### config.mk
export PLATFORM = sky130hd
export DESIGN_NAME = serie_paralelo_align
export DESIGN_NICKNAME = d
export VERILOG_FILES = /design/src/rtl/serie_paralelo_align.sv
export SDC_FILE = /design/constraint.sdc
export NUM_CORES = 1
export LEC_CHECK = 0
export ABC_CLOCK_PERIOD_IN_PS = 5200
export BUFFER_PORTS_ARGS = -buffer_cell sky130_fd_sc_hd__clkbuf_2
export CELL_PAD_IN_SITES_DETAIL_PLACEMENT = 1
export CELL_PAD_IN_SITES_GLOBAL_PLACEMENT = 1
export CORE_UTILIZATION = 48
export CTS_CLUSTER_SIZE = 40
export DETAILED_ROUTE_END_ITERATION = 10
export PLACE_DENSITY = 0.84
export SLEW_MARGIN = 20
export SYNTH_ARGS = -nofsm -noshare
export SYNTH_HDL_FRONTEND = slang
export SYNTH_SLANG_ARGS = --single-unit
### constraint.sdc
create_clock -name clk32f -period 5.2 [get_ports clk32f]
set_clock_uncertainty 0.15 [all_clocks]
set_input_delay 1.04 -clock clk32f [delete_from_list [all_inputs] [get_ports clk32f]]
set_output_delay 1.04 -clock clk32f [all_outputs]
set_load 0.01 [all_outputs]
### src/rtl/serie_paralelo_align.sv
// Serial-to-parallel receiver with COM symbol alignment and word lock.
// Optional macro LOSS_OF_LOCK_EN: drop lock after MAX_GAP consecutive words without an aligned COM.
module serie_paralelo_align #(
    parameter int               WIDTH      = 8,
    parameter logic [WIDTH-1:0] COM_SYM    = WIDTH'(8'hBC),
    parameter logic [WIDTH-1:0] IDLE_SYM   = WIDTH'(8'h7C),
    parameter int               LOCK_COUNT = 4,
    parameter int               MAX_GAP    = 16
) (
    input  logic             clk32f,
    input  logic             reset,
    input  logic             in,
    output logic [WIDTH-1:0] data_out,
    output logic             data_strobe,
    output logic             idle,
    output logic             valido,
    output logic             locked
);

    localparam int BW = $clog2(WIDTH);
    localparam int CW = $clog2(LOCK_COUNT + 1);

    typedef enum logic [1:0] {SEARCH, ALIGN, LOCKED} state_t;

    if (WIDTH < 4 || LOCK_COUNT < 1 || MAX_GAP < 1) begin : g_param_check
        $error("serie_paralelo_align: WIDTH>=4, LOCK_COUNT>=1 and MAX_GAP>=1 required");
    end

    state_t           state;
    logic [WIDTH-2:0] sh;
    logic [BW-1:0]    bit_cnt;
    logic [CW-1:0]    com_cnt;
    logic [WIDTH-1:0] window;
    logic             boundary;
    logic             is_com;
    logic             lose_lock;

    // The word ending on the bit being sampled this cycle.
    assign window   = {sh, in};
    assign boundary = (bit_cnt == BW'(WIDTH - 1));
    assign is_com   = (window == COM_SYM);

`ifdef LOSS_OF_LOCK_EN
    localparam int GW = $clog2(MAX_GAP + 1);

    logic [GW-1:0] gap_cnt;

    assign lose_lock = !is_com && (gap_cnt == GW'(MAX_GAP - 1));

    // Non-COM words seen at LOCKED boundaries since the last aligned COM.
    always_ff @(posedge clk32f or posedge reset) begin
        if (reset) begin
            gap_cnt <= '0;
        end else if (state == LOCKED && boundary) begin
            gap_cnt <= (is_com || lose_lock) ? '0 : gap_cnt + 1'b1;
        end
    end
`else
    assign lose_lock = 1'b0;
`endif

    // NOTE: every register here uses <= so all of them see the pre-edge values of
    // state, bit_cnt and sh; blocking assignments would make the result order-dependent.
    always_ff @(posedge clk32f or posedge reset) begin
        if (reset) begin
            state       <= SEARCH;
            sh          <= '0;
            bit_cnt     <= '0;
            com_cnt     <= '0;
            data_out    <= '0;
            data_strobe <= 1'b0;
            idle        <= 1'b0;
            valido      <= 1'b0;
            locked      <= 1'b0;
        end else begin
            sh          <= window[WIDTH-2:0];
            bit_cnt     <= boundary ? '0 : bit_cnt + 1'b1;
            // NOTE: the strobe defaults low here so it is a single-cycle pulse without
            // needing an explicit clear in every branch below.
            data_strobe <= 1'b0;

            case (state)
                SEARCH: begin
                    if (is_com) begin
                        bit_cnt <= '0;
                        com_cnt <= CW'(1);
                        if (LOCK_COUNT == 1) begin
                            state  <= LOCKED;
                            locked <= 1'b1;
                        end else begin
                            state <= ALIGN;
                        end
                    end
                end

                ALIGN: begin
                    if (boundary) begin
                        if (is_com) begin
                            com_cnt <= com_cnt + 1'b1;
                            if (com_cnt == CW'(LOCK_COUNT - 1)) begin
                                state  <= LOCKED;
                                locked <= 1'b1;
                            end
                        end else begin
                            state   <= SEARCH;
                            com_cnt <= '0;
                        end
                    end
                end

                LOCKED: begin
                    if (boundary) begin
                        if (lose_lock) begin
                            // data_out keeps the last good word; no strobe for the dropped one.
                            state   <= SEARCH;
                            locked  <= 1'b0;
                            valido  <= 1'b0;
                            idle    <= 1'b0;
                            com_cnt <= '0;
                        end else begin
                            data_out    <= window;
                            data_strobe <= 1'b1;
                            idle        <= (window == IDLE_SYM);
                            valido      <= (window != COM_SYM) && (window != IDLE_SYM);
                        end
                    end
                end

                default: begin
                    state <= SEARCH;
                end
            endcase
        end
    end

endmodule

==> results of run 1 <==
## cell type report
type	count	area (sq um)	area share, %
Sequential cell	27	675.6	56.54
Multi-Input combinational cell	46	377.9	31.62
Timing Repair Buffer	14	70.07	5.864
Tap cell	27	33.78	2.827
Clock buffer	4	26.28	2.199
Inverter	3	11.26	0.9424
## cell usage in the layout (no fill, tap or decap)
cell type and n:
nor3_1 3, o21ai_0 4, nor2_1 1, dfrtp_1 27, nand4b_1 1, a31oi_1 1
nor4_1 1, nand3b_1 3, a22o_1 1, a211oi_1 1, nand4_1 1, nor2b_1 4
or4_1 1, a2bb2oi_1 1, inv_1 2, a41o_1 2, o311ai_1 1, o21ba_2 1
clkbuf_2 14, or4b_1 1, clkbuf_1 1, a21oi_1 1, ha_1 4, or2_2 1
mux2_2 8, and2b_1 1, nor3b_1 1, clkbuf_4 3, o211ai_1 1, inv_2 1
xor2_1 1
## metal layers
layer	global-route usage, %	wire length, um	up-vias
met5	0	0	-
met4	7.143	27	0
met3	3.704	35	4
met2	32.66	1025	9
met1	26.02	921	360
li1	-	-	318
## power breakdown
group	internal (mW)	switching (mW)
Clock	0.0300	0.0557
Sequential	0.233	0.0164
Combinational	0.0255	0.0264
Total	0.289	0.0985
## state kept, by name, summed over array words and instances, names as in the netlist
name and count:
locked 1, com_cnt 3, data_out 8, sh 7, bit_cnt 3, idle 1, state 2, valido 1
data_strobe 1
## kinds of logic (layout without fill, tap and decap cells)
group	count (synthesis)	after routing
buffers and inverters	8	21
multiplexers	8	8
adder cells (fa/ha/maj)	4	4
flip-flops	27	27
AND/OR/NAND/NOR	19	19
XOR/XNOR	1	1
AO/OA/AOI/OAI	14	14
## per-stage QoR
step | cells | power (mW) | worst slack (ns) | instance area [sq um]
final | 121 | 0.3873 | 2.860 | 1195
after global routing | 121 | 0.4106 | 2.761 | 1195
after CTS | 121 | 0.3919 | 2.880 | 1195
after detailed placement | 117 | 0.3076 | 2.543 | 1169
after global placement | 117 | 0.3006 | 2.631 | 1169
after floorplan | 81 | 0.2881 | 2.747 | 1085
## path summary, 6_finish.rpt
kind                               to  slack, ns  cells past startpoint
max                        com_cnt[2]       2.86                      4
min                             sh[2]       0.27                      0
max reg2reg                      idle       3.14                      5
min reg2reg                     sh[2]       0.27                      0
max in group asynchronous      valido       3.95                      2
min in group asynchronous  bit_cnt[1]       0.58                      2
==> metrics.md, run 1 <==
| Metric | Value |
|---|---|
| Post-CTS Setup Inserts | `0` |
| Max Slew Vio Count | `0` |
| Async set-reset flop share out of synthesis | `100.0%` |
| DIE HEIGHT | `49.54 um` |
| Max-cap violations | `0` |
| XOR/XNOR Fraction of Synth Area | `0.8074%` |
| Global-route wire length before repair | `3636 um` |
| Synth Area in Adders | `4.614%` |
| Max frequency | `427.3 MHz` |
| Grt ovf | `0` |
| Setup TNS | `0 ns` |
| Mux cell area share after synthesis | `8.304%` |
| Hold_sp | `sh[1]` |
| Resize count post-CTS | `0` |
| Row cnt | `16` |
| Sink Count | `27` |
| Slew at the pin closest to its max-slew limit | `0.5473 ns` |
| Kind of critical path | `input port to flop` |
| Cell taking the most area after synthesis | `dfrtp_1` |
| Synth warnings | `0` |
| H-tree depth | `1` |
| Flops & latches, synth | `27` |
| Largest net degree at the start of global routing | `28` |
| Post-synth EDFFs | `0` |
| Mapped Area | `1085 sq um` |
| CTS tree | `done` |
| Most frequent cells after synthesis | `dfrtp_1, mux2_2` |
| Clock latency on the worst-skew pair | `0.31 ns` |
| # setup viols final | `0` |
| Slew HR | `63.46%` |
| Count of cell types in the netlist | `29` |
| CP max stage cell | `or4b_1` |
| WL/cell | `16.61 um` |
| Crit. End Element | `flop` |
| Synth Area in Compound Gates | `9.458%` |
| Crit path launch | `in` |
| CTS Hold Buffers Added | `0` |
| CP cell instances | `clkbuf_2 -> or4b_1 -> or4_1 -> o311ai_1` |
| ANT cells | `0` |
| Slowest stage delay, CP | `0.63 ns` |
| Share of the synthesized area in the top cell type | `62.28%` |
| Fillcell total | `212` |
| Starting Density | `53.12%` |
| Sequential area share after synthesis | `62.28%` |
| Pwr dens | `324.1 nW/um^2` |
| Top Ports | `15` |
| Final nets | `102` |
| Clk slew on worst S/H paths | `0.13 ns` |
| HP Class | `flop to flop` |
| Worst setup SP type | `input port` |
| Critical path arrival | `2.39 ns` |
| Count leader, synth | `dfrtp_1` |
| DP Wirelength | `1473 um` |
| Drt pass-1 iters | `4` |
| Gr usage total | `19.83%` |
| Worst EP required | `5.25 ns` |
| Syn_nets | `88` |
| Unrepaired setup endpoints after global routing | `no` |
| Antenna-violating nets left | `0` |
| Largest family of logic cells by synthesized area | `simple AND/OR/NAND/NOR gates` |
| Lkg Pwr | `0.5957 nW` |
| Synth Flop Type | `dfrtp_1` |
| GP Congestion | `0.7925` |
| Hold Slack | `0.2728 ns` |
| Vias in the first global route | `764` |
| Synth Area per Inst | `13.39 sq um` |
| Area growth from synthesis to layout | `10.15%` |
| Final Util | `58.52%` |
| DRT iter0 DRCs | `5` |
| Placeable Area | `2042 sq um` |
| I/O Buffers | `14` |
| Status | `finished, final reports clean` |
| Reg2reg start | `bit_cnt[0]` |
| Synth Area in Simple Gates | `11.65%` |
| Final worst path period need | `2.340 ns` |
| Share of layout cells above drive strength 1 | `29.79%` |
| Antenna violations before repair | `0` |
| Worst-case vdd ir drop | `0.2001 mV` |
| WP buf/inv | `1` |
| Clk root buf | `clkbuf_4` |
| DRT Wirelength | `2010 um` |
| # DRC | `0` |
| Max Root-Sink Buffers | `2` |
| Vias | `691` |
| Vias per cell | `5.711` |
| Die footprint | `2454 sq um` |
| Top post-synthesis cells by area | `dfrtp_1, mux2_2, ha_1` |
| Die width | `49.54 um` |
| Final Hold Fails | `0` |
| Part of the cycle the worst path needs | `45.01%` |
| Max FO, Critical Path | `7` |
| CP delay by family, top | `simple AND/OR/NAND/NOR gates` |
| Total CTS buffers | `3` |
| Mapped Cells | `81` |
No activity file was read; power rests on OpenSTA's default activity.
==> run 2, diff against run 1 <==
ABC_CLOCK_PERIOD_IN_PS = 1900   (was 5200)
CORE_UTILIZATION = 40   (was 48)
PLACE_DENSITY = 0.75   (was 0.84)
clock period = 1.9 ns   (was 5.2 ns; I/O delays follow)
==> run 2 against run 1 <==
Worst hold slack lost 0.13 ns. Global-route usage decreased by 3.7 points. Sequential power rose to 2.7 times the previous value. Highest routed layer unchanged. Sequential share of layout area shrank 3.7 points. Largest power group unchanged. Critical path depth is 1 lower. Count of clock-buffer cells in the layout unchanged. Register-to-register slack worse by 3.1 ns.
==> metrics.md, run 2 (synthesis gave the netlist of run 1 again) <==
| Metric | Value |
|---|---|
| Hold Slack | `0.1477 ns` |
| Top flop regs | `data_out (8), sh (7)` |
| Post-Place Worst Slack | `-0.05392 ns` |
| Area growth from synthesis to layout | `17.88%` |
| Worst setup SP type | `flop` |
| Vias in the first global route | `737` |
| Die footprint | `2924 sq um` |
| Final worst path period need | `1.818 ns` |
| Gr usage total | `16.14%` |
| Clk slew on worst S/H paths | `0.13 ns` |
| Antenna-violating nets left | `0` |
| CTS tree | `done` |
| Slew at the pin closest to its max-slew limit | `0.3594 ns` |
| Worst hold stages | `2` |
| ANT cells | `0` |
| Unrepaired setup endpoints after global routing | `no` |
| Worst EP required | `1.97 ns` |
| Most flops, register | `data_out` |
| HP Class | `input port to flop` |
| Total CTS buffers | `3` |
| WL/cell | `14.44 um` |
| Crit. End Element | `flop` |
| Share of layout cells above drive strength 1 | `35.92%` |
| Cell Area, Placed | `1232 sq um` |
| Reg2reg start | `sh[5]` |
| Part of the cycle the worst path needs | `95.68%` |
| Vias per cell | `5.496` |
| Max reg flops | `8` |
| DP Wirelength | `1378 um` |
| PnR worst setup slack | `0.08208 ns` |
| Placeable Area | `2522 sq um` |
| Most frequent cells in the layout | `dfrtp_1, clkbuf_2, mux2_2, buf_4` |
| Critical path arrival | `1.89 ns` |
| Grt ovf | `0` |
| Kind of critical path | `flop to flop` |
| DIE HEIGHT | `54.08 um` |
| Vias | `731` |
| DRT Wirelength | `1920 um` |
| Final Hold Fails | `0` |
| H-tree depth | `1` |
| Clock latency on the worst-skew pair | `0.31 ns` |
| Lkg Pwr | `0.6420 nW` |
| Sink Count | `27` |
| Worst-case vdd ir drop | `0.5683 mV` |
| Commonest non-fill, non-tap cell in the layout | `dfrtp_1` |
| Slew HR | `76.04%` |
| Max-cap violations | `0` |
| Hold_sp | `in` |
| Drt pass-1 iters | `4` |
| Top Ports | `15` |
| # DRC | `0` |
| Fillcell total | `278` |
| Pwr dens | `828.4 nW/um^2` |
| DRT iter0 DRCs | `3` |
| # setup viols final | `0` |
| Max FO, Critical Path | `6` |
| Clk root buf | `clkbuf_4` |
| Row cnt | `18` |
| Final nets | `111` |
| Global-route wire length before repair | `3305 um` |
| Largest net degree at the start of global routing | `28` |
| Final Util | `50.69%` |
| I/O Buffers | `14` |
| Crit path launch | `sh[5]` |
| Total power | `1.059 mW` |
| FF-to-FF path depth | `3` |
| Max frequency | `550.1 MHz` |
| Status | `finished, final reports clean` |
| Die width | `54.08 um` |
| Max Root-Sink Buffers | `2` |
| Antenna violations before repair | `0` |
| Post-route design area | `1279 sq um` |
| Max Slew Vio Count | `0` |
| GP Congestion | `0.7396` |
| Starting Density | `43.01%` |
[run 2: changes by cell type in the layout (fill, tap and decap cells not counted)]
cell | before | now
buf_4 | 0 | 8
dlygate4sd3_1 | 0 | 1
inv_1 | 2 | 3
inv_2 | 1 | 0
nor4_1 | 1 | 0
nor4_2 | 0 | 1
or4b_1 | 1 | 0
or4b_4 | 0 | 1
[run 2: area by class of cell]
class                   instances  area, sq um  area share [%]
multi-input cells              46        387.9           30.33
well taps                      30        37.54           2.935
inverters                       3        11.26          0.8806
repair buffers                 23        140.1           10.96
flip-flops and latches         27        675.6           52.84
clock buffers                   4        26.28           2.055
[run 2: routing by layer]
layer  vias up  wire [um]  global-route usage [%]
li1        338          -                       -
met1       383        827                   20.29
met2         8       1034                   27.57
met3         2         47                   1.695
met4         0         10                   7.692
met5         -          0                       0
[run 2: worst max-delay path: stages (launching register included)]
cell and delay (ns):
dfrtp_1 0.41, or4b_4 0.58, or4_1 0.50, o311ai_1 0.09
[run 2: worst paths after layout]
check / to / slack (ns)
min reg2reg: sh[4] / 0.27
max: com_cnt[2] / 0.08
min: sh[0] / 0.15
min in group asynchronous: bit_cnt[1] / 0.49
max in group asynchronous: bit_cnt[2] / 0.85
max reg2reg: com_cnt[2] / 0.08
[run 2: repair_timing]
| action | 4_1_cts | 5_1_grt |
|---|---|---|
| endpoints found under the hold margin | 27 | 0 |
| gates resized for setup | 0 | 2 |
| buffers inserted | 0 | 0 |
| hold buffers | 1 | 0 |
| setup endpoints to repair | 0 | 2 |
[run 2: report_power, final]
group	switching [mW]	internal, mW
logic	0.0713	0.0773
registers	0.0401	0.638
clock network	0.150	0.0820
[run 2: through the flow]
stage                     TNS (ns)  instances
after detailed placement  -0.05392        128
after global placement           0        128
after global routing             0        133
after floorplan                  0         81
final                            0        133
after CTS                        0        133
